**src/rtl/mem_stage_ctrl_if.sv**
```systemverilog
// mem_stage_ctrl_if: MEM-stage pipeline controls and dcache request/response bundle
interface mem_stage_ctrl_if;
  logic        memcuDRE;
  logic        memcuDWE;
  logic [31:0] memOutput_Port;
  logic [31:0] memrdat2;
  logic        memflush;
  logic        dhit;
  logic [31:0] dmemload;
  logic        dmemREN;
  logic        dmemWEN;
  logic [31:0] dmemaddr;
  logic [31:0] dmemstore;
  logic        memstall;
  logic [31:0] memload;
  logic        mem_err;
  logic [7:0]  wait_cnt;
  modport slave (
    input  memcuDRE, memcuDWE, memOutput_Port, memrdat2, memflush, dhit, dmemload,
    output dmemREN, dmemWEN, dmemaddr, dmemstore, memstall, memload, mem_err, wait_cnt
  );
  modport master (
    output memcuDRE, memcuDWE, memOutput_Port, memrdat2, memflush, dhit, dmemload,
    input  dmemREN, dmemWEN, dmemaddr, dmemstore, memstall, memload, mem_err, wait_cnt
  );
endinterface

```
**src/rtl/mem_stage_ctrl.sv**
```systemverilog
// mem_stage_ctrl: runs the data-memory handshake for the MEM stage and stalls the pipeline until it completes
module mem_stage_ctrl #(
  parameter int TIMEOUT = 64
) (
  input logic             CLK,
  input logic             RST,
  mem_stage_ctrl_if.slave bus
);
  typedef enum logic [1:0] {IDLE, ACCESS, DONE} state_t;
  state_t      state_q, state_d;
  logic        ren_q, ren_d, wen_q, wen_d, err_q, err_d;
  logic [31:0] addr_q, addr_d, store_q, store_d, load_q, load_d;
  logic [7:0]  cnt_q, cnt_d, cnt_inc;
  logic        req;
  assign req     = (bus.memcuDRE | bus.memcuDWE) & ~bus.memflush;
  assign cnt_inc = cnt_q == 8'hFF ? cnt_q : cnt_q + 8'd1;
  // state and registered request/response outputs; reset abandons any access in flight
  always_ff @(posedge CLK or posedge RST) begin
    if (RST) begin
      state_q <= IDLE;
      ren_q   <= 1'b0;
      wen_q   <= 1'b0;
      addr_q  <= '0;
      store_q <= '0;
      load_q  <= '0;
      err_q   <= 1'b0;
      cnt_q   <= '0;
    end else begin
      state_q <= state_d;
      ren_q   <= ren_d;
      wen_q   <= wen_d;
      addr_q  <= addr_d;
      store_q <= store_d;
      load_q  <= load_d;
      err_q   <= err_d;
      cnt_q   <= cnt_d;
    end
  end
  // next state: launch on req in IDLE, wait for dhit in ACCESS, one release cycle in DONE
  always_comb begin
    state_d = state_q;
    ren_d   = ren_q;
    wen_d   = wen_q;
    addr_d  = addr_q;
    store_d = store_q;
    load_d  = load_q;
    err_d   = err_q;
    cnt_d   = cnt_q;
    if (state_q == IDLE && req) begin
      state_d = ACCESS;
      addr_d  = bus.memOutput_Port;
      store_d = bus.memrdat2;
      wen_d   = bus.memcuDWE;
      ren_d   = bus.memcuDRE & ~bus.memcuDWE;
      cnt_d   = '0;
      err_d   = err_q | (bus.memcuDRE & bus.memcuDWE);
    end else if (state_q == ACCESS && bus.dhit) begin
      state_d = DONE;
      load_d  = ren_q ? bus.dmemload : load_q;
      ren_d   = 1'b0;
      wen_d   = 1'b0;
    end else if (state_q == ACCESS) begin
      cnt_d   = cnt_inc;
      err_d   = err_q | (32'(cnt_inc) == TIMEOUT);
    end else if (state_q == DONE) begin
      state_d = IDLE;
    end
  end
  assign bus.memstall  = (state_q == IDLE && req) || state_q == ACCESS;
  assign bus.dmemREN   = ren_q;
  assign bus.dmemWEN   = wen_q;
  assign bus.dmemaddr  = addr_q;
  assign bus.dmemstore = store_q;
  assign bus.memload   = load_q;
  assign bus.mem_err   = err_q;
  assign bus.wait_cnt  = cnt_q;
endmodule

```
**src/flat_wrapper.sv**
```systemverilog
// flat-port wrapper written by rule: the top's interface ports become plain ports
module mem_stage_ctrl_flat 
#(
  parameter int TIMEOUT = 64
)
  (CLK, RST, bus_memcuDRE, bus_memcuDWE, bus_memOutput_Port, bus_memrdat2, bus_memflush, bus_dhit, bus_dmemload, bus_dmemREN, bus_dmemWEN, bus_dmemaddr, bus_dmemstore, bus_memstall, bus_memload, bus_mem_err, bus_wait_cnt);
  mem_stage_ctrl_if bus_i ();
  input logic CLK;
  input logic RST;
  input wire logic [$bits(bus_i.memcuDRE)-1:0] bus_memcuDRE;
  input wire logic [$bits(bus_i.memcuDWE)-1:0] bus_memcuDWE;
  input wire logic [$bits(bus_i.memOutput_Port)-1:0] bus_memOutput_Port;
  input wire logic [$bits(bus_i.memrdat2)-1:0] bus_memrdat2;
  input wire logic [$bits(bus_i.memflush)-1:0] bus_memflush;
  input wire logic [$bits(bus_i.dhit)-1:0] bus_dhit;
  input wire logic [$bits(bus_i.dmemload)-1:0] bus_dmemload;
  output wire logic [$bits(bus_i.dmemREN)-1:0] bus_dmemREN;
  output wire logic [$bits(bus_i.dmemWEN)-1:0] bus_dmemWEN;
  output wire logic [$bits(bus_i.dmemaddr)-1:0] bus_dmemaddr;
  output wire logic [$bits(bus_i.dmemstore)-1:0] bus_dmemstore;
  output wire logic [$bits(bus_i.memstall)-1:0] bus_memstall;
  output wire logic [$bits(bus_i.memload)-1:0] bus_memload;
  output wire logic [$bits(bus_i.mem_err)-1:0] bus_mem_err;
  output wire logic [$bits(bus_i.wait_cnt)-1:0] bus_wait_cnt;
  assign bus_i.memcuDRE = bus_memcuDRE;
  assign bus_i.memcuDWE = bus_memcuDWE;
  assign bus_i.memOutput_Port = bus_memOutput_Port;
  assign bus_i.memrdat2 = bus_memrdat2;
  assign bus_i.memflush = bus_memflush;
  assign bus_i.dhit = bus_dhit;
  assign bus_i.dmemload = bus_dmemload;
  assign bus_dmemREN = bus_i.dmemREN;
  assign bus_dmemWEN = bus_i.dmemWEN;
  assign bus_dmemaddr = bus_i.dmemaddr;
  assign bus_dmemstore = bus_i.dmemstore;
  assign bus_memstall = bus_i.memstall;
  assign bus_memload = bus_i.memload;
  assign bus_mem_err = bus_i.mem_err;
  assign bus_wait_cnt = bus_i.wait_cnt;
  mem_stage_ctrl #(.TIMEOUT(TIMEOUT)) u_core (.CLK(CLK), .RST(RST), .bus(bus_i));
endmodule
```
**config.mk**
```make
export PLATFORM = sky130hd
export DESIGN_NAME = mem_stage_ctrl_flat
export DESIGN_NICKNAME = d
export VERILOG_FILES = /design/src/rtl/mem_stage_ctrl_if.sv /design/src/rtl/mem_stage_ctrl.sv /design/src/flat_wrapper.sv
export SDC_FILE = /design/constraint.sdc
export NUM_CORES = 1
export LEC_CHECK = 0
export BUFFER_PORTS_ARGS = -buffer_cell sky130_fd_sc_hd__buf_2
export CAP_MARGIN = 20
export CORE_MARGIN = 2
export CORE_UTILIZATION = 50
export CTS_CLUSTER_SIZE = 14
export DETAILED_ROUTE_END_ITERATION = 10
export HOLD_SLACK_MARGIN = 0.06
export PLACE_DENSITY = 0.89
export SETUP_SLACK_MARGIN = 0.15
export SLEW_MARGIN = 40
export SYNTH_ARGS = -nofsm -noshare
export SYNTH_HDL_FRONTEND = slang
export SYNTH_SLANG_ARGS = --single-unit
```
**constraint.sdc**
```tcl
create_clock -name CLK -period 6.85 [get_ports CLK]
set_input_delay 1.37 -clock CLK [delete_from_list [all_inputs] [get_ports CLK]]
set_output_delay 1.37 -clock CLK [all_outputs]
set_load 0.01 [all_outputs]
```
; Word level (Yosys, flattened, before mapping)
; Index checks and enable logic that the tools add are counted.
[classes]
n_reduce_logical = 10
eq_ne = 6
addsub = 1
mux = 14
bitwise = 9
[op_table]
columns = cell, count
row1 = $mux W8, 4
row2 = $add A8 B1 Y8 const B, 1
row3 = $eq A8 B7 Y1 const B, 1
row4 = $eq A8 B8 Y1 const B, 1
row5 = $mux W2, 4
row6 = $mux W1, 6
row7 = $reduce_and A2 Y1, 2
row8 = $reduce_bool A2 Y1, 2
row9 = $and A1 B1 Y1, 3
row10 = $ne A3 B2 Y1 const B, 1
row11 = $not A1 Y1, 3
row12 = $or A1 B1 Y1, 3
row13 = $reduce_and A3 Y1, 1
row14 = $reduce_bool A3 Y1, 1
row15 = $eq A2 B1 Y1 const B, 1
row16 = $eq A2 B2 Y1 const B, 1
row17 = $logic_and A1 B1 Y1, 2
row18 = $logic_not A2 Y1, 1
row19 = $ne A2 B1 Y1 const B, 1
row20 = $logic_or A1 B1 Y1, 1
[totals]
register_bits = 109
out_inout_bits = 108
word_cells = 48
inputBits = 102

; Depth between registers and ports, before layout
; Gate-level depths: netlist of the first run.
[logic_depth]
depth_word = 7
mapped_depth = 7
mapped_depth_nobuf = 5

; Least setup slack after synthesis of the first run
; No wires, ideal clock.
[synth_timing]
path_type = in2out
from = input bus_memflush
to = output bus_memstall
required_ns = 5.480
t_arrival_ns = 2.394
path_buffers = 3
stages = 5
setup_slack_ns = 3.086
cell_sequence = or4_1 > clkbuf_2 > buf_6 > buf_6 > o21ai_1
[synth_via]
elab_chain_len = 4
[synth_lines]
columns = item, line_no
row1 = "start, declared", flat_wrapper.sv:14  ; input wire logic [$bits(bus_i.memflush)-1:0] bus_memflush;
row2 = $not A1 Y1, mem_stage_ctrl.sv:15  ; assign req = (bus.memcuDRE | bus.memcuDWE) & ~bus.memflush;
row3 = $and A1 B1 Y1, mem_stage_ctrl.sv:15
row4 = $logic_and A1 B1 Y1, mem_stage_ctrl.sv:69  ; assign bus.memstall = (state_q == IDLE && req) || state_q == ACCESS;
row5 = $logic_or A1 B1 Y1, mem_stage_ctrl.sv:69
row6 = "end, declared", flat_wrapper.sv:21  ; output wire logic [$bits(bus_i.memstall)-1:0] bus_memstall;
; Every way passes these cells.

; Final worst setup path of the first run
[layout_timing]
from = input bus_memcuDWE
to = output bus_memstall
[layout_via]
elab_chain_len = 4
[layout_lines]
columns = item, line_no
row1 = "start, declared", flat_wrapper.sv:11  ; input wire logic [$bits(bus_i.memcuDWE)-1:0] bus_memcuDWE;
row2 = $or A1 B1 Y1, mem_stage_ctrl.sv:15
row3 = $and A1 B1 Y1, mem_stage_ctrl.sv:15
row4 = $logic_and A1 B1 Y1, mem_stage_ctrl.sv:69
row5 = $logic_or A1 B1 Y1, mem_stage_ctrl.sv:69
; Every way passes these cells.

==> results.toml, run 1 <==
[worst_setup_path]
crit_fanout = 68
cp_cell_sequence = "buf_2 > nor2_1 > or4_4 > o21ai_1 > buf_2"
cp.arrival_ns = 2.74
cp.buffers_inverters = 2
crit_path_start_kind = "primary input"
crit_path_frequent_cell = "buf_2"
critPathCaptureType = "output port"
crit_required_ns = 5.48
setup.worst_path.class = "primary input to output port"
crit_family = "simple AND/OR/NAND/NOR gates"
cpMaxStageDelayCell = "or4_4"
slowest_delay_ns = 0.65

[logic_synthesis]
syn_avg_cell_area_um2 = 10.3
synth.yosys.seq_area_share_pct = 62.0
ys_ff_latch = 109
synth_flop_cell = "dfrtp_1"
syn-num-nets = 531
synth_edf_count = 0
yosys_warnings = 0
synthArstFlopShare_pct = 100
synth_area_um2 = 4400
yosysUniqueCellTypes = 39
netlist_instances = 428

[pwr]
ir_drop_mv = 0.313
cellLeakagePower_nw = 3.22
p_total_mw = 2.39
power_density_nw_per_um2 = 422

[clocking]
post_cts_buffers = 0
cts_buffers = 9
clock_sinks = 109
clk_pin_slew_ns = 0.11
cts_root_buffer = "clkbuf_8"
cts_resized = 0
cts_tree = "done"
htreeDepth = 3
clk_latency_ns = 0.36
cts_max_path_buffers = 2
postCtsHoldBufs = 0

[route]
via_per_inst = 4.92
via_count = 3652
top_layer = "met4"
dr_wl_met3_um = 810
wl_per_cell_um = 13.7
drt_first_pass_iters = 4
drtAntennaViolNets = 0
drc = 0
finalWirelength_um = 10200
route.met2.wl_um = 5200
drt_iter0_drc = 134
met1_length_um = 4030

[floorplanning]
core_um2 = 8640
dieArea_um2 = 9560
rows = 34
initial_utilization_pct = 50.9
die_w_um = 97.8
io_pins = 210
die_h_um = 97.8

[global_route]
grt_start_max_net_pins = 69
grt_antenna_before_repair = 0
grt_use_total_pct = 21.4
overflow = 0
grt_pass1_vias = 3597
grt_pass1_wl_um = 16700

[timing]
fin_setup_tns_ns = 0
fmax_mhz = 243
rsz0062_at_grt = "false"
relSlewSlack_pct = 54.5
hold_viol_final = 0
fin_crit_sh_pct = 60.0
finalCriticalPeriod_ns = 4.11
tightest_slew_ns = 0.682
fin_worst_skew_ns = 0.0116
slew_viol_final = 0
finalSetupViolCount = 0
fin_hold_ws_ns = 0.482

[placement]
post-dp-hpwl_um = 7630
io_buffers = 209
gp_congestion = 0.816
place_inst = 726

[job]
cap_violations = 0

[cells_and_area]
fin_util_pct = 65.5
nets = 732
drive_above_1_share_pct = 42.6
antenna_cells = 0
synthToLayoutAreaGrowth_pct = 28.7
final_cell_mix = "209 x buf_2, 199 x nand2_1, 109 x dfrtp_1"
layout_commonest_cell = "buf_2"
final_cells = 742

[status]
outcome = "finished, final reports clean"

[hold_path]
hold_path_class = "flop to flop"
## area by class of cell
cell class | instances | area (um^2)
Clock inverter | 7 | 55.1
Clock buffer | 9 | 124
Multi-Input combinational cell | 291 | 1520
Fill cell | 719 | 2980
Sequential cell | 109 | 2730
Timing Repair Buffer | 213 | 1080
Inverter | 5 | 21.3
Tap cell | 108 | 135
## flip-flops by register name (all words and copies together) (netlist names)
name / count
u_core.state_q: 2
u_core.bus.dmemREN: 1
u_core.bus.wait_cnt: 8
u_core.bus.dmemWEN: 1
u_core.bus.memload: 32
u_core.bus.mem_err: 1
u_core.bus.dmemaddr: 32
u_core.bus.dmemstore: 32
## report_power, final
group / leakage (nW) / switching [mW] / internal, mW
Sequential: 1.37 / 0.178 / 0.932
Combinational: 1.76 / 0.510 / 0.409
Clock: 0.0923 / 0.221 / 0.138
## cells in the mapped netlist, types with 4 or more instances
library cell | instances | area share [%]
nand2_1 | 199 | 17
dfrtp_1 | 109 | 62
mux2_2 | 32 | 8.2
buf_2 | 15 | 1.7
a21oi_1 | 10 | 1.1
nor2_1 | 7 | 0.60
inv_1 | 5 | 0.43
nand3_1 | 5 | 0.57
buf_6 | 4 | 1.0
o21ai_0 | 4 | 0.46
## layer usage
metal  up-vias  global-route usage (%)
met1      1711                    27.3
met2       150                    36.7
li1       1775                       -
met3        16                    5.37
met4         0                    6.09
met5         -                       0
## stage by stage
stage	worst slack, ns	cell area [um^2]
after CTS	2.75	5660
after floorplan	2.61	4400
after global placement	2.35	5470
final	2.74	5660
after detailed placement	2.75	5480
after global routing	2.66	5660
## tightest hold or removal path: stages, from the launching register on
cell and delay (ns):
dfrtp_1 0.35, nand2_1 0.05, nand2_1 0.05
## final timing paths
path / start / endpoint / slack [ns] / depth (start not counted)
hold reg to reg: u_core.bus.dmemstore[18] / u_core.bus.dmemstore[18] / 0.48 / 2
max in group asynchronous: RST / u_core.bus.dmemstore[8] / 4.62 / 3
hold / removal: u_core.bus.dmemstore[18] / u_core.bus.dmemstore[18] / 0.48 / 2
min in group asynchronous: RST / u_core.bus.dmemstore[0] / 1.10 / 2
setup / recovery: bus_memcuDWE / bus_memstall / 2.74 / 5
setup reg to reg: u_core.bus.wait_cnt[0] / u_core.bus.mem_err / 4.91 / 5
## cell families after synthesis
kind of cell	Yosys count	synth area share, %
AOI/OAI and AO/OA	27	4.10
xor gates and xnor gates	2	0.398
adders and majority gates	1	0.284
buffers and inverters	28	3.61
DFF	109	62.0
muxes	34	8.65
and+or+nand+nor	227	21.0
No activity file was read; power rests on OpenSTA's default activity.
==> inputs of run 2 (changes only) <==
--- a/config.mk
+++ b/config.mk
@@ -5,14 +5,15 @@
 export SDC_FILE = /design/constraint.sdc
 export NUM_CORES = 1
 export LEC_CHECK = 0
+export ABC_AREA = 1
 export BUFFER_PORTS_ARGS = -buffer_cell sky130_fd_sc_hd__buf_2
 export CAP_MARGIN = 20
 export CORE_MARGIN = 2
-export CORE_UTILIZATION = 50
+export CORE_UTILIZATION = 46
 export CTS_CLUSTER_SIZE = 14
 export DETAILED_ROUTE_END_ITERATION = 10
 export HOLD_SLACK_MARGIN = 0.06
-export PLACE_DENSITY = 0.89
+export PLACE_DENSITY = 0.83
 export SETUP_SLACK_MARGIN = 0.15
 export SLEW_MARGIN = 40
 export SYNTH_ARGS = -nofsm -noshare
==> constraint.sdc (replaced) <==
create_clock -name CLK -period 4.3 [get_ports CLK]
set_input_delay 0.86 -clock CLK [delete_from_list [all_inputs] [get_ports CLK]]
set_output_delay 0.86 -clock CLK [all_outputs]
set_load 0.01 [all_outputs]
==> results.toml, run 2 <==
[worst_setup_path]
cpMaxStageDelayCell = "nand2_2"
crit_required_ns = 3.44
critPathCaptureType = "output port"
cp_cell_sequence = "buf_2 > nor2_1 > nor2_1 > nand2_2 > nand2_1 > buf_2"
crit_fanout = 30
crit_family = "simple AND/OR/NAND/NOR gates"
slowest_delay_ns = 0.40
crit_path_start_kind = "primary input"
setup.worst_path.class = "primary input to output port"
cp.buffers_inverters = 2
r2r-start = "u_core.state_q[1]"
critPathLaunch = "bus_memcuDWE"
cp.arrival_ns = 1.83

[logic_synthesis]
yosys_warnings = 0
synth_edf_count = 0
syn_avg_cell_area_um2 = 10.0
netlist_instances = 447
synthArstFlopShare_pct = 100
synth_flop_cell = "dfrtp_1"
yosys.cell_count.top_type = "nand2_1"
yosysUniqueCellTypes = 24
synth_top_cell_by_area = "dfrtp_1"
synth.yosys.seq_area_share_pct = 60.9
synth_area_um2 = 4480
syn-num-nets = 550
synth_top_area_share_pct = 60.9
ys_top_cells_by_area = "dfrtp_1 61%, nand2_1 18%, mux2_4 10%"
ys_top_cells_by_count = "218 x nand2_1, 109 x dfrtp_1, 30 x mux2_4"
ys_ff_latch = 109

[clocking]
clk_pin_slew_ns = 0.10
cts_tree = "done"
cts_resized = 0
postCtsHoldBufs = 0
htreeDepth = 3
cts_root_buffer = "clkbuf_8"
clock_sinks = 109
cts_buffers = 9
post_cts_buffers = 0
clk_latency_ns = 0.36
cts_max_path_buffers = 2

[global_route]
grt_pass1_wl_um = 16300
overflow = 0
grt_pass1_vias = 3564
grt_start_max_net_pins = 84
grt_use_total_pct = 19.8
grt_antenna_before_repair = 0

[timing]
rsz0062_at_grt = "false"
fin_crit_sh_pct = 62.5
fin_hold_ws_ns = 0.422
finalCriticalPeriod_ns = 2.69
slew_viol_final = 0
fmax_mhz = 372
hold_viol_final = 0
fin_worst_skew_ns = 0.00937
tightest_slew_ns = 0.618
fin_setup_tns_ns = 0
finalSetupViolCount = 0
relSlewSlack_pct = 58.8

[route]
drt_iter0_drc = 113
wl_per_cell_um = 13.6
finalWirelength_um = 10700
via_count = 3729
drt_first_pass_iters = 4
via_per_inst = 4.72
drc = 0
drtAntennaViolNets = 0

[pwr]
p_total_mw = 3.89
seq_power_share_pct = 44.9
clkPwrFrac_pct = 14.5
switchingPower_mw = 1.45
power_density_nw_per_um2 = 670
pwr-share-comb_pct = 40.6
p_int_mw = 2.44
ir_drop_mv = 0.291
swShare_pct = 37.4
cellLeakagePower_nw = 3.43

[placement]
post-dp-hpwl_um = 7740
io_buffers = 209
gp_congestion = 0.856
dpl_cell_area_um2 = 5610

[cells_and_area]
drive_above_1_share_pct = 40.6
synthToLayoutAreaGrowth_pct = 29.7
final_cell_mix = "218 x nand2_1, 209 x buf_2, 109 x dfrtp_1"
fin_area_um2 = 5810
antenna_cells = 0
layout_commonest_cell = "nand2_1"
nets = 756

[job]
cap_violations = 0

[floorplanning]
rows = 36
die_h_um = 103
dieArea_um2 = 10500
io_pins = 210
initial_utilization_pct = 46.7
core_um2 = 9590
die_w_um = 103

[hold_path]
hold_path_class = "primary input to asynchronous set/reset pin"

[status]
outcome = "finished, final reports clean"
[run 2: changes by cell type after synthesis, sizes merged, moves of 3 or more]
| cell | previous run | this run |
|---|---|---|
| a21oi | 10 | 1 |
| a31o | 3 | 0 |
| buf | 20 | 14 |
| inv | 5 | 21 |
| nand2 | 200 | 221 |
| nand3 | 6 | 9 |
| nor2 | 7 | 15 |
| o21ai | 5 | 13 |
[run 2: per-stage QoR]
stage / worst slack, ns / util, % / cells
floorplan: 0.566 / - / 447
global placement: 1.53 / 58.4 / 774
detailed placement: 1.62 / 58.4 / 774
CTS: 1.62 / 60.2 / 789
global route: 1.53 / 60.5 / 790
finish: 1.61 / 60.5 / 790
[run 2: routing by layer]
layer	vias up	wire length, um	GRT usage, %
met2	149	5380	33.9
met4	0	89	5.64
met5	-	0	0
met3	9	708	5.76
met1	1770	4570	24.6
li1	1801	-	-
[run 2: final timing paths]
check                                          end  slack (ns)  cells after the start
max                                   bus_memstall        1.61                      6
min                         u_core.bus.memload[18]        0.42                      2
max reg2reg                     u_core.bus.mem_err        2.40                      7
min reg2reg                u_core.bus.dmemaddr[13]        0.48                      2
max in group asynchronous   u_core.bus.dmemaddr[1]        2.94                      4
min in group CLK           u_core.bus.dmemaddr[13]        0.48                      2
[run 2: area by class of cell]
class                   instances  area, um^2
fillers                       823        3790
flip-flops and latches        109        2730
multi-input cells             300        1560
repair buffers                212        1090
well taps                     133         166
clock buffers                  10         138
inverters                      21        86.3
clock inverters                 5        36.3
[run 2: logic make-up (layout without fill, tap and decap cells)]
logic type / Yosys count / in the layout / share of synthesized area (%)
mux: 32 / 32 / 10.6
buf+inv: 38 / 248 / 4.16
flops: 109 / 109 / 60.9
fa+ha+maj: 1 / 1 / 0.279
xor+xnor: 2 / 2 / 0.391
simple gates: 248 / 248 / 21.7
compound gates: 17 / 17 / 1.98
[run 2: power groups by stage]
stage               logic (mW)  registers [mW]  clock network [mW]
global route              1.76            1.80               0.631
floorplan                0.735            1.95                   0
CTS                       1.60            1.74               0.587
detailed placement        1.60            1.75                   0
finish                    1.58            1.75               0.564
global placement          1.55            1.73                   0
